`src/rtl/uart_pkg.sv`:
```
// Shared UART definitions: parity modes, receiver FSM encoding
// and the baud divisor helper. Intended for reuse by the transmitter.
package uart_pkg;

    localparam int PAR_NONE = 0;
    localparam int PAR_ODD  = 1;
    localparam int PAR_EVEN = 2;

    typedef enum logic [2:0] {
        ST_IDLE,
        ST_START,
        ST_DATA,
        ST_PARITY,
        ST_STOP,
        ST_BRK_WAIT
    } rx_state_t;

    // Rounded clock-cycles-per-bit.
    function automatic int calc_div(input int clk_hz, input int baud);
        return (clk_hz + baud / 2) / baud;
    endfunction

endpackage

```
`src/rtl/uart_rx_fifo.sv`:
```
// First-word-fall-through FIFO for received frames.
// Ports: clk, rst_n, push/wdata in, pop in, rdata/full/empty out.
module uart_rx_fifo #(
    parameter int WIDTH = 10,
    parameter int DEPTH = 4
) (
    input  logic             clk,
    input  logic             rst_n,
    input  logic             push,
    input  logic [WIDTH-1:0] wdata,
    input  logic             pop,
    output logic [WIDTH-1:0] rdata,
    output logic             full,
    output logic             empty
);
    localparam int AW = $clog2(DEPTH);
    localparam logic [AW:0] FULL_CNT = (AW + 1)'(DEPTH);

    logic [WIDTH-1:0] mem [DEPTH];
    logic [AW-1:0]    wr_ptr;
    logic [AW-1:0]    rd_ptr;
    logic [AW:0]      count;
    logic             do_push;
    logic             do_pop;

    assign full    = (count == FULL_CNT);
    assign empty   = (count == '0);
    assign do_pop  = pop && !empty;
    // A pop in the same cycle frees the slot a full FIFO needs.
    assign do_push = push && (!full || do_pop);
    // Gated so the head reads zero while nothing is stored.
    assign rdata   = empty ? '0 : mem[rd_ptr];

    always_ff @(posedge clk) begin
        if (rst_n && do_push) begin
            mem[wr_ptr] <= wdata;
        end
    end

    always_ff @(posedge clk) begin
        if (!rst_n) begin
            wr_ptr <= '0;
            rd_ptr <= '0;
            count  <= '0;
        end else begin
            if (do_push) begin
                wr_ptr <= wr_ptr + 1'b1;
            end
            if (do_pop) begin
                rd_ptr <= rd_ptr + 1'b1;
            end
            case ({do_push, do_pop})
                2'b10:   count <= count + 1'b1;
                2'b01:   count <= count - 1'b1;
                default: count <= count;
            endcase
        end
    end

endmodule

```
`src/rtl/uart_rx_cfg.sv`:
```
// Parametrised UART receiver: synchroniser, 3-sample majority voter,
// frame FSM with parity/framing/break detection, and an output FIFO.
// Ports: clk, rst_n, sci_rx, en_rx in; rx_data/rx_perr/rx_ferr/rx_valid
// out with rx_ready in; overrun, break_det pulses; busy out.
module uart_rx_cfg
    import uart_pkg::*;
#(
    parameter int CLK_HZ     = 25000000,
    parameter int BAUD       = 9600,
    parameter int DATA_BITS  = 8,
    parameter int PARITY     = 0,
    parameter int STOP_BITS  = 1,
    parameter int FIFO_DEPTH = 4
) (
    input  logic                 clk,
    input  logic                 rst_n,
    input  logic                 sci_rx,
    input  logic                 en_rx,
    output logic [DATA_BITS-1:0] rx_data,
    output logic                 rx_perr,
    output logic                 rx_ferr,
    output logic                 rx_valid,
    input  logic                 rx_ready,
    output logic                 overrun,
    output logic                 break_det,
    output logic                 busy
);
    localparam int DIV  = calc_div(CLK_HZ, BAUD);
    localparam int HALF = DIV / 2;
    localparam int CW   = $clog2(DIV);
    localparam int BCW  = $clog2(DATA_BITS);
    localparam int FW   = DATA_BITS + 2;

    localparam logic [CW-1:0]  DIV_M1  = CW'(DIV - 1);
    localparam logic [CW-1:0]  HALF_M1 = CW'(HALF - 1);
    localparam logic [BCW-1:0] DATA_M1 = BCW'(DATA_BITS - 1);
    localparam logic [BCW-1:0] STOP_M1 = BCW'(STOP_BITS - 1);

    logic                 sync1;
    logic                 sync2;
    logic [2:0]           hist;
    logic                 smp;
    logic                 fall;
    rx_state_t            state;
    rx_state_t            state_n;
    logic [CW-1:0]        cnt;
    logic [CW-1:0]        cnt_n;
    logic [BCW-1:0]       bcnt;
    logic [BCW-1:0]       bcnt_n;
    logic [DATA_BITS-1:0] shreg;
    logic [DATA_BITS-1:0] shreg_n;
    logic                 perr;
    logic                 perr_n;
    logic                 ferr;
    logic                 ferr_n;
    logic                 par;
    logic                 par_n;
    logic                 ferr_fin;
    logic                 par_x;
    logic                 push;
    logic                 brk;
    logic                 fifo_full;
    logic                 fifo_empty;
    logic [FW-1:0]        fifo_rdata;

    assign smp  = (hist[0] & hist[1]) | (hist[0] & hist[2])
                | (hist[1] & hist[2]);
    // hist[0] holds last cycle's synchronised line.
    assign fall = hist[0] & ~sync2;
    assign busy = (state != ST_IDLE);

    always_comb begin
        state_n  = state;
        cnt_n    = cnt;
        bcnt_n   = bcnt;
        shreg_n  = shreg;
        perr_n   = perr;
        ferr_n   = ferr;
        par_n    = par;
        push     = 1'b0;
        brk      = 1'b0;
        ferr_fin = ferr | ~smp;
        par_x    = (^shreg) ^ smp;
        case (state)
            ST_IDLE: begin
                cnt_n  = '0;
                bcnt_n = '0;
                perr_n = 1'b0;
                ferr_n = 1'b0;
                par_n  = 1'b0;
                if (fall && en_rx) begin
                    state_n = ST_START;
                end
            end
            ST_START: begin
                if (cnt == HALF_M1) begin
                    cnt_n   = '0;
                    state_n = smp ? ST_IDLE : ST_DATA;
                end else begin
                    cnt_n = cnt + 1'b1;
                end
            end
            ST_DATA: begin
                if (cnt == DIV_M1) begin
                    cnt_n   = '0;
                    shreg_n = {smp, shreg[DATA_BITS-1:1]};
                    if (bcnt == DATA_M1) begin
                        bcnt_n  = '0;
                        state_n = (PARITY != PAR_NONE) ? ST_PARITY
                                                       : ST_STOP;
                    end else begin
                        bcnt_n = bcnt + 1'b1;
                    end
                end else begin
                    cnt_n = cnt + 1'b1;
                end
            end
            ST_PARITY: begin
                if (cnt == DIV_M1) begin
                    cnt_n   = '0;
                    par_n   = smp;
                    perr_n  = (PARITY == PAR_ODD) ? ~par_x : par_x;
                    state_n = ST_STOP;
                end else begin
                    cnt_n = cnt + 1'b1;
                end
            end
            ST_STOP: begin
                if (cnt == DIV_M1) begin
                    cnt_n  = '0;
                    ferr_n = ferr_fin;
                    if (bcnt == STOP_M1) begin
                        bcnt_n = '0;
                        push   = 1'b1;
                        // Line low through data, parity and stop.
                        if (shreg == '0 && ferr_fin && !par) begin
                            brk     = 1'b1;
                            state_n = ST_BRK_WAIT;
                        end else begin
                            state_n = ST_IDLE;
                        end
                    end else begin
                        bcnt_n = bcnt + 1'b1;
                    end
                end else begin
                    cnt_n = cnt + 1'b1;
                end
            end
            ST_BRK_WAIT: begin
                // Counts consecutive high cycles; any low restarts.
                if (!sync2) begin
                    cnt_n = '0;
                end else if (cnt == HALF_M1) begin
                    cnt_n   = '0;
                    state_n = ST_IDLE;
                end else begin
                    cnt_n = cnt + 1'b1;
                end
            end
            default: begin
                state_n = ST_IDLE;
                cnt_n   = '0;
            end
        endcase
    end

    always_ff @(posedge clk) begin
        if (!rst_n) begin
            sync1     <= 1'b1;
            sync2     <= 1'b1;
            hist      <= 3'b111;
            state     <= ST_IDLE;
            cnt       <= '0;
            bcnt      <= '0;
            shreg     <= '0;
            perr      <= 1'b0;
            ferr      <= 1'b0;
            par       <= 1'b0;
            overrun   <= 1'b0;
            break_det <= 1'b0;
        end else begin
            sync1     <= sci_rx;
            sync2     <= sync1;
            hist      <= {hist[1:0], sync2};
            state     <= state_n;
            cnt       <= cnt_n;
            bcnt      <= bcnt_n;
            shreg     <= shreg_n;
            perr      <= perr_n;
            ferr      <= ferr_n;
            par       <= par_n;
            // Full implies valid, so !rx_ready means no pop.
            overrun   <= push && fifo_full && !rx_ready;
            break_det <= brk;
        end
    end

    uart_rx_fifo #(
        .WIDTH (FW),
        .DEPTH (FIFO_DEPTH)
    ) u_fifo (
        .clk   (clk),
        .rst_n (rst_n),
        .push  (push),
        .wdata ({shreg, perr, ferr_fin}),
        .pop   (rx_ready),
        .rdata (fifo_rdata),
        .full  (fifo_full),
        .empty (fifo_empty)
    );

    assign rx_data  = fifo_rdata[FW-1:2];
    assign rx_perr  = fifo_rdata[1];
    assign rx_ferr  = fifo_rdata[0];
    assign rx_valid = ~fifo_empty;

endmodule

```
`config.mk`:
```
export PLATFORM = sky130hd
export DESIGN_NAME = uart_rx_cfg
export DESIGN_NICKNAME = d
export VERILOG_FILES = /design/src/rtl/uart_pkg.sv /design/src/rtl/uart_rx_fifo.sv /design/src/rtl/uart_rx_cfg.sv
export SDC_FILE = /design/constraint.sdc
export NUM_CORES = 1
export LEC_CHECK = 0
export ABC_AREA = 1
export CELL_PAD_IN_SITES_DETAIL_PLACEMENT = 0
export CELL_PAD_IN_SITES_GLOBAL_PLACEMENT = 2
export CORE_AREA = 2 2 101 103
export CTS_BUF_LIST = sky130_fd_sc_hd__clkbuf_4 sky130_fd_sc_hd__clkbuf_8 sky130_fd_sc_hd__clkbuf_16
export CTS_CLUSTER_DIAMETER = 60
export DETAILED_ROUTE_END_ITERATION = 8
export DIE_AREA = 0 0 103 105
export MAX_ROUTING_LAYER = met4
export PLACE_DENSITY = 0.81
export SYNTH_ARGS = -nofsm -noshare
export SYNTH_HDL_FRONTEND = slang
export SYNTH_SLANG_ARGS = --single-unit
```
`constraint.sdc`:
```
create_clock -name clk -period 4.2 [get_ports clk]
set_clock_uncertainty 0.2 [all_clocks]
set_input_delay 0.84 -clock clk [delete_from_list [all_inputs] [get_ports clk]]
set_output_delay 0.84 -clock clk [all_outputs]
set_load 0.02 [all_outputs]
```
==> results_dict.tcl, run 1 <==
set metrics [dict create \
    routed_wire_length_per_instance_um 12.6 \
    clk-insertion-delay-late_ps 350 \
    switching_share_pct 32.3 \
    part_of_the_power_in_the_clock_network_pct 29.9 \
    postCtsHoldBufs 0 \
    timing.final.crit_share_pct 80.9 \
    finalNetCount 461 \
    grt_usage_pct 15.4 \
    critical_path_cell_count 5 \
    io-pin-count 19 \
    netlist_top_cells_area "edfxtp_1, dfxtp_1, nor2_1" \
    initial_core_utilization_pct 40.1 \
    status "complete, no violations" \
    yosys_register_bits 85 \
    period_minus_slack_ps 3400 \
    cp.arrival_ps 2360 \
    share_of_power_burned_in_registers_pct 42.4 \
    grt_antenna_before_repair 0 \
    path_max_fanout 21 \
    cts_setup_buffers 0 \
    crit_path_end "rx_data[4]" \
    syn_nets 439 \
    clkSlewWorstSetupHoldPaths_ps 80 \
    clock_tree.root_cell "clkbuf_8" \
    dieHeight_um 105 \
    synth_async_sr_flop_share_pct 0 \
    reg2regPathDepth 7 \
    regToRegStartpoint "cnt[0]$_SDFF_PN0_" \
    timing.setup.tns_ps 0 \
    post_synth_most_frequent_cells "nor2_1, inv_1, nand2_1" \
    worst-path-buf-inv 3 \
    core_region_area_mm2 0.00964 \
    layout-drive-gt1-share_pct 11.2 \
    place_hpwl_um 5490 \
    grt_pass1_vias 2615 \
    drt_pre_antenna_iters 6 \
    timing.hold.worst.class "flop to flop" \
    timing.final.setup_violations 0 \
    holdWs_ps 230 \
    grt_max_degree 26 \
    slew_headroom_pct 47.8 \
    crit_chain "buf_4, inv_1, o21ai_0, a21oi_1, clkdlybuf4s50_1" \
    regToRegEndpoint "u_fifo.mem[3][4]$_DFFE_PP_" \
    mappedNetlistArea_mm2 0.00387 \
    antennaDiodeCount 0 \
    clock.fmax_ghz 0.294 \
    yosysTopAreaCell "edfxtp_1" \
    power_density_mw_per_mm2 490 \
    timing_max_transition_violations_final 0 \
    cpLargestDelayFamily "buffers and inverters" \
    post_cts_resize_count 0 \
    worstSetupStartpointType "flop" \
    cts_tree "done" \
    postRouteAntennaNets 0 \
    grt_setup_unrepaired "no" \
    post-route-drc-count 0 \
    fillerInstances 953 \
    syn-instance-count 420 \
    cts_buffers 9 \
    number_of_h_tree_branching_levels 3 \
    port_buffers 18 \
    static-leakage-power_nw 1.60 \
    yosysWarnings 0 \
    layout-area-overhead-vs-synth_pct 14.2 \
    drv.max_cap_violation_count 0 \
    synth_top_cell_area_share_pct 31.1 \
    post_synth.cell_area_avg_um2 9.21 \
    report.final.hold_viol_count 0 \
    top_flip_flop_cell_by_instance_count_after_synthesis "dfxtp_1" \
    yosysSeqAreaShare_pct 54.4 \
    clk_path_buf_depth 2 \
    globalRoute.totalOverflow 0 \
    yosysMostFrequentCell "nor2_1" \
    rows 36 \
    vdd_ir_drop_max_mv 0.158 \
    cpMaxStageDelayCell "clkdlybuf4s50_1" \
    worst-r2r-setup-slack_ps 1510 \
    tightest_slew_ps 781 \
    drt-total-wl_um 7290 \
    number_of_enable_flip_flop_cells_after_synthesis 40 \
    first_drt_iteration_drcs 108 \
    route.vias.total 2667 \
    share_comb_of_total_power_pct 27.7 \
    power_switching_mw 0.698 \
    die_x_um 103 \
    endpoint_kind "output pin" \
    via_cell_ratio 4.60 \
    worst-setup-path-type "flop to output pin" \
    crit_path_max_incr_delay_ps 630 \
    worst_ep_required_time_ps 3160 \
    routabilityCongestion 0.806 \
    netlist-cell-type-count 32 \
    internal_power_mw 1.46 \
    cts_sinks 85 \
    die_area_mm2 0.0108 \
    wire_length_of_the_first_global_routing_pass_um 12400 \
]
worst min-delay path by stage:
stage,start,endpoint,cells after the start
after detailed placement,sync1$_SDFF_PN1_,sync2$_SDFF_PN1_,1
after global routing,hist[1]$_SDFF_PN1_,hist[2]$_SDFF_PN1_,2
after floorplan,hist[1]$_SDFF_PN1_,hist[2]$_SDFF_PN1_,2
after global placement,sync1$_SDFF_PN1_,sync2$_SDFF_PN1_,1
after CTS,sync1$_SDFF_PN1_,sync2$_SDFF_PN1_,1
final,sync1$_SDFF_PN1_,sync2$_SDFF_PN1_,1
state kept, by name, indices dropped and copies added (netlist names), named ones only:
register / count
shreg: 8
u_fifo.rd_ptr: 2
perr: 1
sync2: 1
overrun: 1
hist: 3
cnt: 12
u_fifo.wr_ptr: 2
sync1: 1
ferr: 1
par: 1
break_det: 1
u_fifo.mem: 40
bcnt: 3
state: 3
u_fifo.count: 3
cell usage in the layout, fill, tap and decap left out, drive strengths merged, types with 13 or more instances in the layout:
cell	netlist	layout
a21oi	33	33
clkdlybuf4s50	0	18
dfxtp	45	45
edfxtp	40	40
ha	13	13
inv	49	50
nand2	53	53
nand3	20	20
nor2	80	80
o21ai	42	42
routing by layer:
| metal | track usage, % | vias to the layer above | routed length (um) |
|---|---|---|---|
| met1 | 19.1 | 1183 | 3400 |
| met4 | 7.24 | 0 | 192 |
| met5 | - | - | 0 |
| met3 | 3.28 | 17 | 190 |
| met2 | 23.7 | 37 | 3500 |
| li1 | - | 1430 | - |
cells by family (layout without fill, tap and decap cells):
| group | count (synthesis) | in the layout | synth area share (%) |
|---|---|---|---|
| simple gates | 175 | 175 | 22.2 |
| flops | 85 | 85 | 54.4 |
| compound gates | 76 | 76 | 10.4 |
| buf+inv | 60 | 87 | 6.08 |
| fa+ha+maj | 14 | 14 | 4.73 |
| xor+xnor | 10 | 10 | 2.27 |
area by class of cell:
cell class / instances / area (um^2) / share of cell area [%]
Sequential cell: 85 / 2100 / 47.6
Multi-Input combinational cell: 275 / 1530 / 34.6
Clock inverter: 7 / 109 / 2.46
Clock buffer: 9 / 124 / 2.80
Tap cell: 133 / 166 / 3.77
Timing Repair Buffer: 20 / 195 / 4.42
Inverter: 51 / 191 / 4.33
power by group through the flow:
stage,combinational (mW),sequential [mW],clock [mW]
global route,0.670,0.922,0.703
detailed placement,0.603,0.936,0
CTS,0.607,0.917,0.664
floorplan,0.382,0.929,0
global placement,0.601,0.935,0
finish,0.599,0.917,0.648
per-stage QoR:
step	utilization, %	worst slack [ps]	cells	instance area [um^2]	total power [mW]
global route	45.8	611	580	4420	2.30
floorplan	-	1830	420	3870	1.31
detailed placement	43.4	1080	564	4180	1.54
CTS	45.8	830	580	4420	2.19
global placement	43.4	1140	564	4180	1.54
finish	45.8	804	580	4420	2.16
Power figures use the tool's default switching activity.
==> run 2: changes to the inputs <==
--- a/config.mk
+++ b/config.mk
@@ -8,13 +8,13 @@
 export ABC_AREA = 1
 export CELL_PAD_IN_SITES_DETAIL_PLACEMENT = 0
 export CELL_PAD_IN_SITES_GLOBAL_PLACEMENT = 2
-export CORE_AREA = 2 2 101 103
+export CORE_AREA = 2 2 104 106
 export CTS_BUF_LIST = sky130_fd_sc_hd__clkbuf_4 sky130_fd_sc_hd__clkbuf_8 sky130_fd_sc_hd__clkbuf_16
 export CTS_CLUSTER_DIAMETER = 60
 export DETAILED_ROUTE_END_ITERATION = 8
-export DIE_AREA = 0 0 103 105
+export DIE_AREA = 0 0 106 108
 export MAX_ROUTING_LAYER = met4
-export PLACE_DENSITY = 0.81
+export PLACE_DENSITY = 0.77
 export SYNTH_ARGS = -nofsm -noshare
 export SYNTH_HDL_FRONTEND = slang
 export SYNTH_SLANG_ARGS = --single-unit
==> constraint.sdc (replaced) <==
create_clock -name clk -period 3.5 [get_ports clk]
set_clock_uncertainty 0.2 [all_clocks]
set_input_delay 0.7 -clock clk [delete_from_list [all_inputs] [get_ports clk]]
set_output_delay 0.7 -clock clk [all_outputs]
set_load 0.02 [all_outputs]
==> run 2 against run 1 <==
  * Non-clock buffer count grew 5
  * Wire length shrank 3.9%
  * Sequential power grew 20%
  * Cell area shrank 0.23%
  * Die area grew 5.9%
  * Utilization shrank 2.7 points
  * First-iteration DRC count grew 13%
  * Worst hold slack lost 12 ps
  * Flip-flop and latch count is the same
  * Largest cell class unchanged
==> results_dict.tcl, run 2 (same netlist as run 1, synthesis figures left out) <==
set metrics [dict create \
    grt_pass1_vias 2643 \
    timing.hold.worst.class "flop to flop" \
    route.vias.total 2695 \
    globalRoute.totalOverflow 0 \
    clk-insertion-delay-late_ps 350 \
    worstSetupStartpointType "flop" \
    initial_core_utilization_pct 37.8 \
    placement.cell_area_mm2 0.00423 \
    final_cell_mix "nor2_1, inv_1, nand2_1" \
    power_density_mw_per_mm2 556 \
    cpLargestDelayFamily "buffers and inverters" \
    timing.setup.tns_ps 0 \
    drt-total-wl_um 7010 \
    endpoint_kind "output pin" \
    place_hpwl_um 5190 \
    antennaDiodeCount 0 \
    routed_wire_length_per_instance_um 11.9 \
    postRouteAntennaNets 0 \
    finalNetCount 466 \
    most_frequent_standard_cell_in_the_layout_excluding_fill_and_tap_cells "nor2_1" \
    io-pin-count 19 \
    post-route-drc-count 0 \
    dieHeight_um 108 \
    port_buffers 18 \
    worst_ep_required_time_ps 2600 \
    report.final.hold_viol_count 0 \
    die_area_mm2 0.0114 \
    postCtsHoldBufs 0 \
    number_of_h_tree_branching_levels 3 \
    core_region_area_mm2 0.0102 \
    registers.top_by_ff_count "u_fifo.mem" \
    die_x_um 106 \
    static-leakage-power_nw 1.61 \
    timing.final.crit_share_pct 87.6 \
    rows 37 \
    crit_chain "buf_4, inv_1, o21ai_0, a21oi_1, clkdlybuf4s50_1" \
    final_design_area_no_fill_mm2 0.00441 \
    cp.arrival_ps 2170 \
    clock.fmax_ghz 0.326 \
    worst-path-buf-inv 3 \
    crit_path_max_incr_delay_ps 620 \
    cpMaxStageDelayCell "clkdlybuf4s50_1" \
    grt_antenna_before_repair 0 \
    first_drt_iteration_drcs 122 \
    wire_length_of_the_first_global_routing_pass_um 12200 \
    layout-drive-gt1-share_pct 11.9 \
    path_max_fanout 21 \
    cts_buffers 9 \
    holdWs_ps 219 \
    via_cell_ratio 4.58 \
    layout-area-overhead-vs-synth_pct 14.0 \
    post_cts_resize_count 0 \
    cts_sinks 85 \
    reg.largest.list "u_fifo.mem: 40 flops, cnt: 12 flops, shreg: 8 flops" \
    period_minus_slack_ps 3070 \
    timing_max_transition_violations_final 0 \
    clk_path_buf_depth 2 \
    clock_tree.root_cell "clkbuf_8" \
    grt_setup_unrepaired "no" \
    grt_max_degree 22 \
    cts_setup_buffers 0 \
    cts_tree "done" \
    slew_headroom_pct 69.3 \
    largest_register_ffs 40 \
    clkSlewWorstSetupHoldPaths_ps 90 \
    drt_pre_antenna_iters 4 \
    grt_usage_pct 14.0 \
    timing.final.setup_violations 0 \
    routabilityCongestion 0.763 \
    status "complete, no violations" \
    vdd_ir_drop_max_mv 0.238 \
    tightest_slew_ps 461 \
    worst-setup-path-type "flop to output pin" \
    drv.max_cap_violation_count 0 \
]
==> run 2: cell count changes in the layout (fill, tap and decap cells not counted) <==
cell        change
bufinv_16       -2
clkinv_4        +1
clkinv_8        -1
buf_4           +5
clkinvlp_4      -1
inv_6           +1
inv_8           +1
clkinv_1        +1
==> run 2: final cells by class <==
cell class	instances	area, um^2
Multi-Input combinational cell	275	1530
Timing Repair Buffer	25	233
Fill cell	997	5820
Inverter	51	191
Sequential cell	85	2100
Tap cell	136	170
Clock buffer	9	124
Clock inverter	7	57.6
==> run 2: per-layer routing <==
layer | global-route usage, % | wire [um]
met5 | - | 0
met4 | 5.36 | 126
met3 | 3.07 | 179
met2 | 23.3 | 3270
met1 | 16.6 | 3430
==> run 2: through the flow <==
stage	worst slack, ps	instances	power [mW]	utilization, %
6_report	433	588	2.45	43.1
5_1_grt	159	588	2.62	43.1
4_1_cts	395	588	2.49	43.1
3_5_place_dp	786	572	1.84	41.3
3_3_place_gp	828	572	1.83	41.3
2_1_floorplan	1270	420	1.57	-
==> run 2: power breakdown <==
group          internal, mW  switching, mW
combinational         0.276          0.435
clock                 0.268          0.373
sequential             1.07         0.0261
==> run 2: worst paths after layout <==
check                                       start                    endpoint  slack, ps  cells after the start
worst max-delay path                         flop                  rx_data[3]        430                      5
worst min register to register   sync1$_SDFF_PN1_            sync2$_SDFF_PN1_        220                      1
worst min-delay path             sync1$_SDFF_PN1_            sync2$_SDFF_PN1_        220                      1
worst max register to register  cnt[0]$_SDFF_PN0_  u_fifo.mem[1][4]$_DFFE_PP_       1190                      8
